`src/rtl/spm_seq_pkg.sv`:
```
//------------------------------------------------------------------------------
// Module   : spm_seq_pkg
// Brief    : Shared state encoding and shift-length helper for spm_seq_ctrl.
// Revision : 1.0 - initial release
//------------------------------------------------------------------------------
`default_nettype none

package spm_seq_pkg;

  typedef enum logic [1:0] {
    IDLE  = 2'd0,
    CLEAR = 2'd1,
    SHIFT = 2'd2,
    DONE  = 2'd3
  } state_t;

  // The extra PIPE_DLY cycles drain the spm pipeline after the last y bit.
  function automatic int shift_len(input int size, input int pipe_dly);
    return 2 * size + pipe_dly;
  endfunction

endpackage

`default_nettype wire

```
`src/rtl/spm_seq_deser.sv`:
```
//------------------------------------------------------------------------------
// Module   : spm_seq_deser
// Brief    : Shift-in register (MSB entry, LSB-first arrival) with enable/clear.
// Revision : 1.0 - initial release
//------------------------------------------------------------------------------
`default_nettype none

module spm_seq_deser #(
  parameter int WIDTH = 64
) (
  input  logic             clk,
  input  logic             rst,
  input  logic             clr,
  input  logic             en,
  input  logic             din,
  output logic [WIDTH-1:0] q
);

  logic [WIDTH-1:0] shift_q;
  logic [WIDTH-1:0] shift_d;

  always_comb begin
    shift_d = shift_q;
    if (clr) begin
      shift_d = '0;
    end else if (en) begin
      shift_d = {din, shift_q[WIDTH-1:1]};
    end
  end

  always_ff @(posedge clk or negedge rst) begin
    if (!rst) begin
      shift_q <= '0;
    end else begin
      shift_q <= shift_d;
    end
  end

  assign q = shift_q;

endmodule

`default_nettype wire

```
`src/rtl/spm_seq_ctrl.sv`:
```
//------------------------------------------------------------------------------
// Module   : spm_seq_ctrl
// Brief    : Sequencer feeding one spm serial-parallel multiplier; serialises y,
//            deserialises the product. Define SPM_SEQ_CTRL_SIGNED_EN for
//            sign-extended (two's-complement) operation.
// Revision : 1.0 - initial release
//------------------------------------------------------------------------------
`default_nettype none

module spm_seq_ctrl
  import spm_seq_pkg::*;
#(
  parameter int SIZE     = 32,
  parameter int PIPE_DLY = 1
) (
  input  logic              clk,
  input  logic              rst,
  input  logic              req_valid,
  output logic              req_ready,
  input  logic [SIZE-1:0]   req_x,
  input  logic [SIZE-1:0]   req_y,
  output logic              res_valid,
  input  logic              res_ready,
  output logic [2*SIZE-1:0] res_p,
  output logic              busy,
  output logic              spm_rst,
  output logic [SIZE-1:0]   spm_x,
  output logic              spm_y,
  input  logic              spm_p
);

  localparam int N     = shift_len(SIZE, PIPE_DLY);
  localparam int CNT_W = $clog2(N + 1);
  localparam int IDX_W = $clog2(SIZE);

  localparam logic [CNT_W-1:0] CNT_LAST  = CNT_W'(N - 1);
  localparam logic [CNT_W-1:0] CNT_SIZE  = CNT_W'(SIZE);
  localparam logic [CNT_W-1:0] CNT_2SIZE = CNT_W'(2 * SIZE);
  localparam logic [CNT_W-1:0] CNT_DLY   = CNT_W'(PIPE_DLY);
  localparam logic [CNT_W-1:0] CNT_ONE   = CNT_W'(1);

  state_t            state_q, state_d;
  logic [CNT_W-1:0]  cnt_q, cnt_d;
  logic [SIZE-1:0]   x_q, x_d;
  logic [SIZE-1:0]   ybuf_q, ybuf_d;
  logic              prod_clr;
  logic              prod_en;
  logic              ext_bit;

`ifdef SPM_SEQ_CTRL_SIGNED_EN
  assign ext_bit = ybuf_q[SIZE-1];
`else
  assign ext_bit = 1'b0;
`endif

  always_comb begin
    state_d   = state_q;
    cnt_d     = cnt_q;
    x_d       = x_q;
    ybuf_d    = ybuf_q;
    req_ready = 1'b0;
    res_valid = 1'b0;
    spm_rst   = 1'b0;
    spm_y     = 1'b0;
    prod_clr  = 1'b0;
    prod_en   = 1'b0;
    unique case (state_q)
      IDLE: begin
        req_ready = 1'b1;
        spm_rst   = 1'b1;
        if (req_valid) begin
          x_d      = req_x;
          ybuf_d   = req_y;
          prod_clr = 1'b1;
          state_d  = CLEAR;
        end
      end
      CLEAR: begin
        spm_rst = 1'b1;
        cnt_d   = '0;
        state_d = SHIFT;
      end
      SHIFT: begin
        if (cnt_q < CNT_SIZE) begin
          spm_y = ybuf_q[cnt_q[IDX_W-1:0]];
        end else if (cnt_q < CNT_2SIZE) begin
          spm_y = ext_bit;
        end
        // Product bit i appears PIPE_DLY cycles after y bit i was driven.
        prod_en = (cnt_q >= CNT_DLY);
        cnt_d   = cnt_q + CNT_ONE;
        if (cnt_q == CNT_LAST) begin
          cnt_d   = '0;
          state_d = DONE;
        end
      end
      DONE: begin
        res_valid = 1'b1;
        if (res_ready) begin
          state_d = IDLE;
        end
      end
      default: state_d = IDLE;
    endcase
  end

  always_ff @(posedge clk or negedge rst) begin
    if (!rst) begin
      state_q <= IDLE;
      cnt_q   <= '0;
      x_q     <= '0;
      ybuf_q  <= '0;
    end else begin
      state_q <= state_d;
      cnt_q   <= cnt_d;
      x_q     <= x_d;
      ybuf_q  <= ybuf_d;
    end
  end

  spm_seq_deser #(
    .WIDTH (2 * SIZE)
  ) u_prod (
    .clk (clk),
    .rst (rst),
    .clr (prod_clr),
    .en  (prod_en),
    .din (spm_p),
    .q   (res_p)
  );

  assign busy  = (state_q != IDLE);
  assign spm_x = x_q;

endmodule

`default_nettype wire
```
`config.mk`:
```
export PLATFORM = sky130hd
export DESIGN_NAME = spm_seq_ctrl
export DESIGN_NICKNAME = d
export VERILOG_FILES = /design/src/rtl/spm_seq_pkg.sv /design/src/rtl/spm_seq_deser.sv /design/src/rtl/spm_seq_ctrl.sv
export SDC_FILE = /design/constraint.sdc
export NUM_CORES = 1
export LEC_CHECK = 0
export CAP_MARGIN = 0
export CORE_ASPECT_RATIO = 0.75
export CORE_UTILIZATION = 50
export CTS_CLUSTER_DIAMETER = 120
export CTS_CLUSTER_SIZE = 40
export DETAILED_ROUTE_END_ITERATION = 8
export HOLD_SLACK_MARGIN = 0.15
export PLACE_DENSITY = 0.83
export SLEW_MARGIN = 20
export SYNTH_ARGS = -nofsm -noshare
export SYNTH_HDL_FRONTEND = slang
export SYNTH_SLANG_ARGS = --single-unit
```
`constraint.sdc`:
```
create_clock -name clk -period 4.9 [get_ports clk]
set_clock_uncertainty 0.2 [all_clocks]
set_input_delay 0.98 -clock clk [delete_from_list [all_inputs] [get_ports clk]]
set_output_delay 0.98 -clock clk [all_outputs]
set_load 0.05 [all_outputs]
```
==> results of run 1 <==
## cell type report
| cell class | instances | area, sq um | area share |
|---|---|---|---|
| Timing Repair Buffer | 173 | 1723 | 0.2053 |
| Sequential cell | 137 | 3428 | 0.4085 |
| Clock inverter | 12 | 117.6 | 0.01401 |
| Multi-Input combinational cell | 258 | 2212 | 0.2636 |
| Inverter | 70 | 262.8 | 0.03131 |
| Tap cell | 162 | 202.7 | 0.02415 |
| Clock buffer | 20 | 446.7 | 0.05322 |
## registers in the layout (all words and copies together), names as in the netlist
name / count
u_prod.q: 64
spm_x: 32
cnt_q: 7
state_q: 2
ybuf_q: 32
## kinds of logic (layout without fill, tap and decap cells)
kind of cell | count (synthesis) | count (layout) | share of synthesized area
compound gates | 9 | 9 | 0.01368
xor+xnor | 5 | 5 | 0.007255
fa+ha+maj | 8 | 8 | 0.01658
buf+inv | 95 | 275 | 0.06694
flops | 137 | 137 | 0.5679
mux | 140 | 140 | 0.2605
simple gates | 96 | 96 | 0.06715
## layer usage
metal | wire length [microns] | vias to the layer above | share of wire | track usage
li1 | - | 1932 | - | -
met3 | 1125 | 26 | 0.085 | 0.09637
met1 | 5511 | 2031 | 0.42 | 0.2755
met2 | 6275 | 144 | 0.48 | 0.3709
met5 | 0 | - | 0 | 0
met4 | 261 | 0 | 0.020 | 0.08235
## path summary, 6_finish.rpt
check                                               to
worst max-delay path                             spm_y
worst min-delay path            ybuf_q[18]$_DFFE_PN0P_
worst max register to register  ybuf_q[26]$_DFFE_PN0P_
worst min register to register  ybuf_q[18]$_DFFE_PN0P_
max in group asynchronous        ybuf_q[8]$_DFFE_PN0P_
min in group asynchronous        spm_x[11]$_DFFE_PN0P_
## metrics by stage
step	util	setup WS, ps	std cells	hold slack (ps)
finish	0.7174	875.5	832	300.4
global route	0.7174	707.9	832	310.4
CTS	0.7174	843.9	832	304.0
detailed placement	0.6692	1289	800	290.1
global placement	0.6692	1297	800	275.8
floorplan	-	1966	490	258.7
## cells in the final DEF (no fill, tap or decap), drive strengths merged
master	synthesis	routed
clkdlybuf4s50	0	168
dfrtp	137	137
nand2	73	73
inv	70	73
mux2	67	67
mux2i	66	66
clkbuf	14	20
nor2	9	9
ha	8	8
mux4	7	7
clkinvlp	0	7
buf	11	5
nand3	3	3
nand4	3	3
xor2	3	3
o21ai	3	3
xnor2	2	2
o31ai	2	2
or2	1	1
a21boi	1	1
nor3	1	1
nor3b	1	1
a221oi	1	1
nand3b	1	1
o2111a	1	1
or3	1	1
or4	1	1
o221a	1	1
and2	1	1
nand2b	1	1
bufinv	0	1
clkinv	0	1
## power by group through the flow
stage / combinational, mW / sequential [mW] / clock (mW)
global route: 0.239 / 1.17 / 1.29
finish: 0.222 / 1.17 / 1.21
CTS: 0.225 / 1.17 / 1.24
floorplan: 0.0253 / 1.26 / 0
detailed placement: 0.224 / 1.19 / 0
global placement: 0.220 / 1.19 / 0
## critical path, cell delays in order, from the launching register on
cell and delay, ps:
dfrtp_1 690, mux4_2 590, mux2i_1 140, o21ai_1 70, o2111a_1 240, clkdlybuf4s50_1 700
==> impl_metrics.ini, run 1 <==
[power_and_ir_drop]
finalPower_mw = 2.602
switchingPower_uw = 639.6
p_leak_nw = 4.448
ir_worst_vdd_v = 0.0002486
combPwrFrac = 0.085
switching_share = 0.2458
p_int_mw = 1.963
p_seq_frac = 0.449
power_density_nw_per_um2 = 310.0
clock_power_share = 0.466

[drt]
drt-wirelength-per-cell_microns = 15.83
firstDrtPassIters = 4
routed_wirelength_microns = 13170
via_per_inst = 4.968
drc = 0
drt-initial-drc-count = 214
vias = 4133
antenna_left = 0

[clock_network]
clk_latency_ps = 410
cts.path.max_buffers = 2
cts_sinks = 137
h-tree-depth = 4
clk_pin_slew_worst_paths_ps = 60
cts_resized = 0
post_cts_buffers = 0
cts_buffers = 17
cts_root_buf = clkbuf_16
cts_tree = built
hold_buffers = 0

[timing]
fin_setup_tns_ps = 0
drv_slew = 0
finalHoldViolCount = 0
fmax_mhz = 248.5
worst_slew_pin_slew_ps = 926.5
setup_violations = 0
rsz0062_at_grt = no
slew-limit-headroom = 0.3823
fin_crit_ps = 4025
fin_crit_sh = 0.8213

[floorplanning]
ios = 170
start_util = 0.5160
fp.coreArea_sq_um = 11700
die_h_microns = 97.16
dieArea_sq_um = 12520
dieWidth_microns = 128.9
rows = 34

[grt]
grt_pass1_wl_microns = 22070
track_usage = 0.2301
antenna_found_initial = 0
grt_pass1_vias = 4548
grt_max_degree = 105
grt.overflow.total = 0

[synthesis]
synth_top_area_cell = dfrtp_1
ys_seq_area_frac = 0.5679
yosys-top-cells-area = dfrtp_1 (57%), mux2i_1 (11%), mux2_2 (11%)
synth_enable_flop_cells = 0
yosysMostFrequentCell = dfrtp_1
post-synth-top-area-fraction = 0.5679
syn_nets = 567
ys_async_sr_fraction = 1.000
synthDistinctLibCells = 35
synth_cells = 490
ys_ff_latch = 137
syn_avg_cell_area_sq_um = 12.32
mappedNetlistArea_sq_um = 6037
synth_commonest_cells = dfrtp_1 (137), nand2_1 (72), inv_1 (69)
ys_warn_count = 0
synthFlopType = dfrtp_1

[finish]
fill_cells = 791
layout-drive-gt1-share = 0.1582
insertedDiodeCount = 0
synthToLayoutAreaGrowth_pct = 39.03
fin_nets = 734
fin_area_sq_um = 8393

[placement]
gp_congestion = 0.7873
port_buffers = 169
hpwlAfterDp_microns = 8875
dpl_cell_area_sq_um = 7829

[setup_path]
startpoint = cnt_q[1]$_DFFE_PN0P_
worstPathArrival_ps = 2840
crit_path_end_kind = output port
r2r_cells = 5
required_ps = 3720
r2r_start = state_q[0]$_DFFE_PN0P_
r2r_slack_ps = 2030
critPathKind = reg -> out
crit_fanout = 13
cp-start-kind = register

[min_path]
hold_class = reg -> reg
hold_depth = 1
hold_path_startpoint = ybuf_q[18]$_DFFE_PN0P_

[flow_run]
drv_cap = 0

[run_status]
outcome = finished clean
No activity file was read; power rests on OpenSTA's default activity.
==> run 2: changes to the inputs <==
--- a/config.mk
+++ b/config.mk
@@ -7,12 +7,12 @@
 export LEC_CHECK = 0
 export CAP_MARGIN = 0
 export CORE_ASPECT_RATIO = 0.75
-export CORE_UTILIZATION = 50
+export CORE_UTILIZATION = 43
 export CTS_CLUSTER_DIAMETER = 120
 export CTS_CLUSTER_SIZE = 40
 export DETAILED_ROUTE_END_ITERATION = 8
 export HOLD_SLACK_MARGIN = 0.15
-export PLACE_DENSITY = 0.83
+export PLACE_DENSITY = 0.76
 export SLEW_MARGIN = 20
 export SYNTH_ARGS = -nofsm -noshare
 export SYNTH_HDL_FRONTEND = slang
==> constraint.sdc (replaced) <==
create_clock -name clk -period 3.6 [get_ports clk]
set_clock_uncertainty 0.2 [all_clocks]
set_input_delay 0.72 -clock clk [delete_from_list [all_inputs] [get_ports clk]]
set_output_delay 0.72 -clock clk [all_outputs]
set_load 0.05 [all_outputs]
==> impl_metrics.ini, run 2 (synthesis results as in run 1) <==
[run_status]
outcome = complete, but fails checks
violations = DRC

[placement]
gp_congestion = 0.8244
hpwlAfterDp_microns = 8970
dpl_cell_area_sq_um = 7905
port_buffers = 169

[timing]
worst_slew_pin_slew_ps = 658.6
fin_crit_sh = 0.9459
setup_violations = 0
fin_crit_ps = 3405
finalHoldViolCount = 0
drv_slew = 0
rsz0062_at_grt = no
slew-limit-headroom = 0.5610
fin_setup_tns_ps = 0
fmax_mhz = 293.7

[finish]
final_common_cell = clkdlybuf4s50_1
insertedDiodeCount = 0
mostFrequentLayoutCells = clkdlybuf4s50_1 (167), dfrtp_1 (136), nand2_1 (71), inv_1 (69), mux2i_1 (66)
layout-drive-gt1-share = 0.1602
fin_area_sq_um = 8514
fin_nets = 738
synthToLayoutAreaGrowth_pct = 41.04
largest_register_ffs = 64

[min_path]
hold_depth = 1
hold_class = reg -> reg

[floorplanning]
die_h_microns = 104.6
fp.coreArea_sq_um = 13700
dieArea_sq_um = 14520
dieWidth_microns = 138.8
rows = 37
ios = 170
start_util = 0.4406

[setup_path]
cp_slowest_stage_delay_ps = 520
crit_fanout = 10
crit_path_end_kind = output port
worstPathArrival_ps = 2490
required_ps = 2680
r2r_cells = 4
cp.depth = 6
cp_top_family = buffers and inverters
cp_slowest_cell = dfrtp_2
critPathKind = reg -> out
cp_cell_sequence = buf_4 -> mux4_2 -> nand3_1 -> nand4_1 -> o2111a_1 -> dlygate4sd2_1
cp-start-kind = register
path_buf_inv = 2

[drt]
vias = 4101
routed_wirelength_microns = 13240
antenna_left = 0
firstDrtPassIters = 7
drc = 9
via_per_inst = 4.830
drt-initial-drc-count = 195
drt-wirelength-per-cell_microns = 15.59

[grt]
grt_pass1_wl_microns = 21620
track_usage = 0.1924
grt_pass1_vias = 4344
grt-busiest-layer = met2
met3_usage = 0.07791
grt_max_degree = 129
antenna_found_initial = 0
grtUsageMet1 = 0.2406
use_met2 = 0.2947
grt.overflow.total = 0

[clock_network]
clk_latency_ps = 420
cts.path.max_buffers = 2
cts_buffers = 17
post_cts_buffers = 0
cts_sinks = 137
clk_pin_slew_worst_paths_ps = 50
cts_tree = built
cts_root_buf = clkbuf_16
h-tree-depth = 4

[power_and_ir_drop]
ir_worst_vdd_v = 0.0003172
finalPower_mw = 3.664
power_density_nw_per_um2 = 430.3
p_leak_nw = 4.531

[flow_run]
drv_cap = 0
[run 2: power breakdown]
part / switching [mW] / internal [mW]
clock: 0.627 / 1.14
combinational: 0.175 / 0.131
sequential: 0.0224 / 1.57
[run 2: per-stage QoR]
| step | hold slack [ps] | setup slack, ps | cells | util |
|---|---|---|---|---|
| 3_3_place_gp | 271.7 | 254.7 | 816 | 0.5769 |
| 5_1_grt | 306.7 | 75.55 | 849 | 0.6213 |
| 4_1_cts | 293.5 | 151.4 | 849 | 0.6213 |
| 3_5_place_dp | 281.0 | 171.7 | 816 | 0.5769 |
| 2_1_floorplan | 224.4 | 926.1 | 490 | - |
| 6_report | 288.9 | 194.6 | 849 | 0.6213 |
[run 2: area by class of cell]
type / instances / area (sq um)
fillers: 1056 / 5189
flip-flops and latches: 137 / 3430
multi-input cells: 258 / 2212
repair buffers: 177 / 1792
clock buffers: 24 / 481.7
inverters: 70 / 262.8
well taps: 175 / 219.0
clock inverters: 8 / 117.6
[run 2: layer usage]
layer  wire length [microns]  vias to the layer above  part of all wire
li1                        -                     1934                 -
met1                    5865                     2021              0.44
met2                    6054                      129              0.46
met3                    1111                       17             0.084
met4                     205                        0             0.015
met5                       0                        -                 0
[run 2: what timing repair did]
item,CTS,global route
setup endpoints to repair,1,0
hold buffers,1,0
endpoints found under the hold margin,68,0
gates resized for setup,2,0
[run 2: final timing paths]
check | from | to | slack, ps
min in group asynchronous | rst | spm_x[13]$_DFFE_PN0P_ | 680
min | ybuf_q[21]$_DFFE_PN0P_ | ybuf_q[21]$_DFFE_PN0P_ | 290
max | cnt_q[1]$_DFFE_PN0P_ | spm_y | 190
max in group asynchronous | rst | cnt_q[1]$_DFFE_PN0P_ | 1750
min reg2reg | ybuf_q[21]$_DFFE_PN0P_ | ybuf_q[21]$_DFFE_PN0P_ | 290
max reg2reg | cnt_q[3]$_DFFE_PN0P_ | state_q[1]$_DFFE_PN0P_ | 1050
==> run 3: changes to the inputs <==
--- a/config.mk
+++ b/config.mk
@@ -13,7 +13,6 @@
 export DETAILED_ROUTE_END_ITERATION = 8
 export HOLD_SLACK_MARGIN = 0.15
 export PLACE_DENSITY = 0.76
-export SLEW_MARGIN = 20
 export SYNTH_ARGS = -nofsm -noshare
 export SYNTH_HDL_FRONTEND = slang
 export SYNTH_SLANG_ARGS = --single-unit
==> results of run 3 <==
The final DEF is identical to that of run 2; final timing and power are the same.
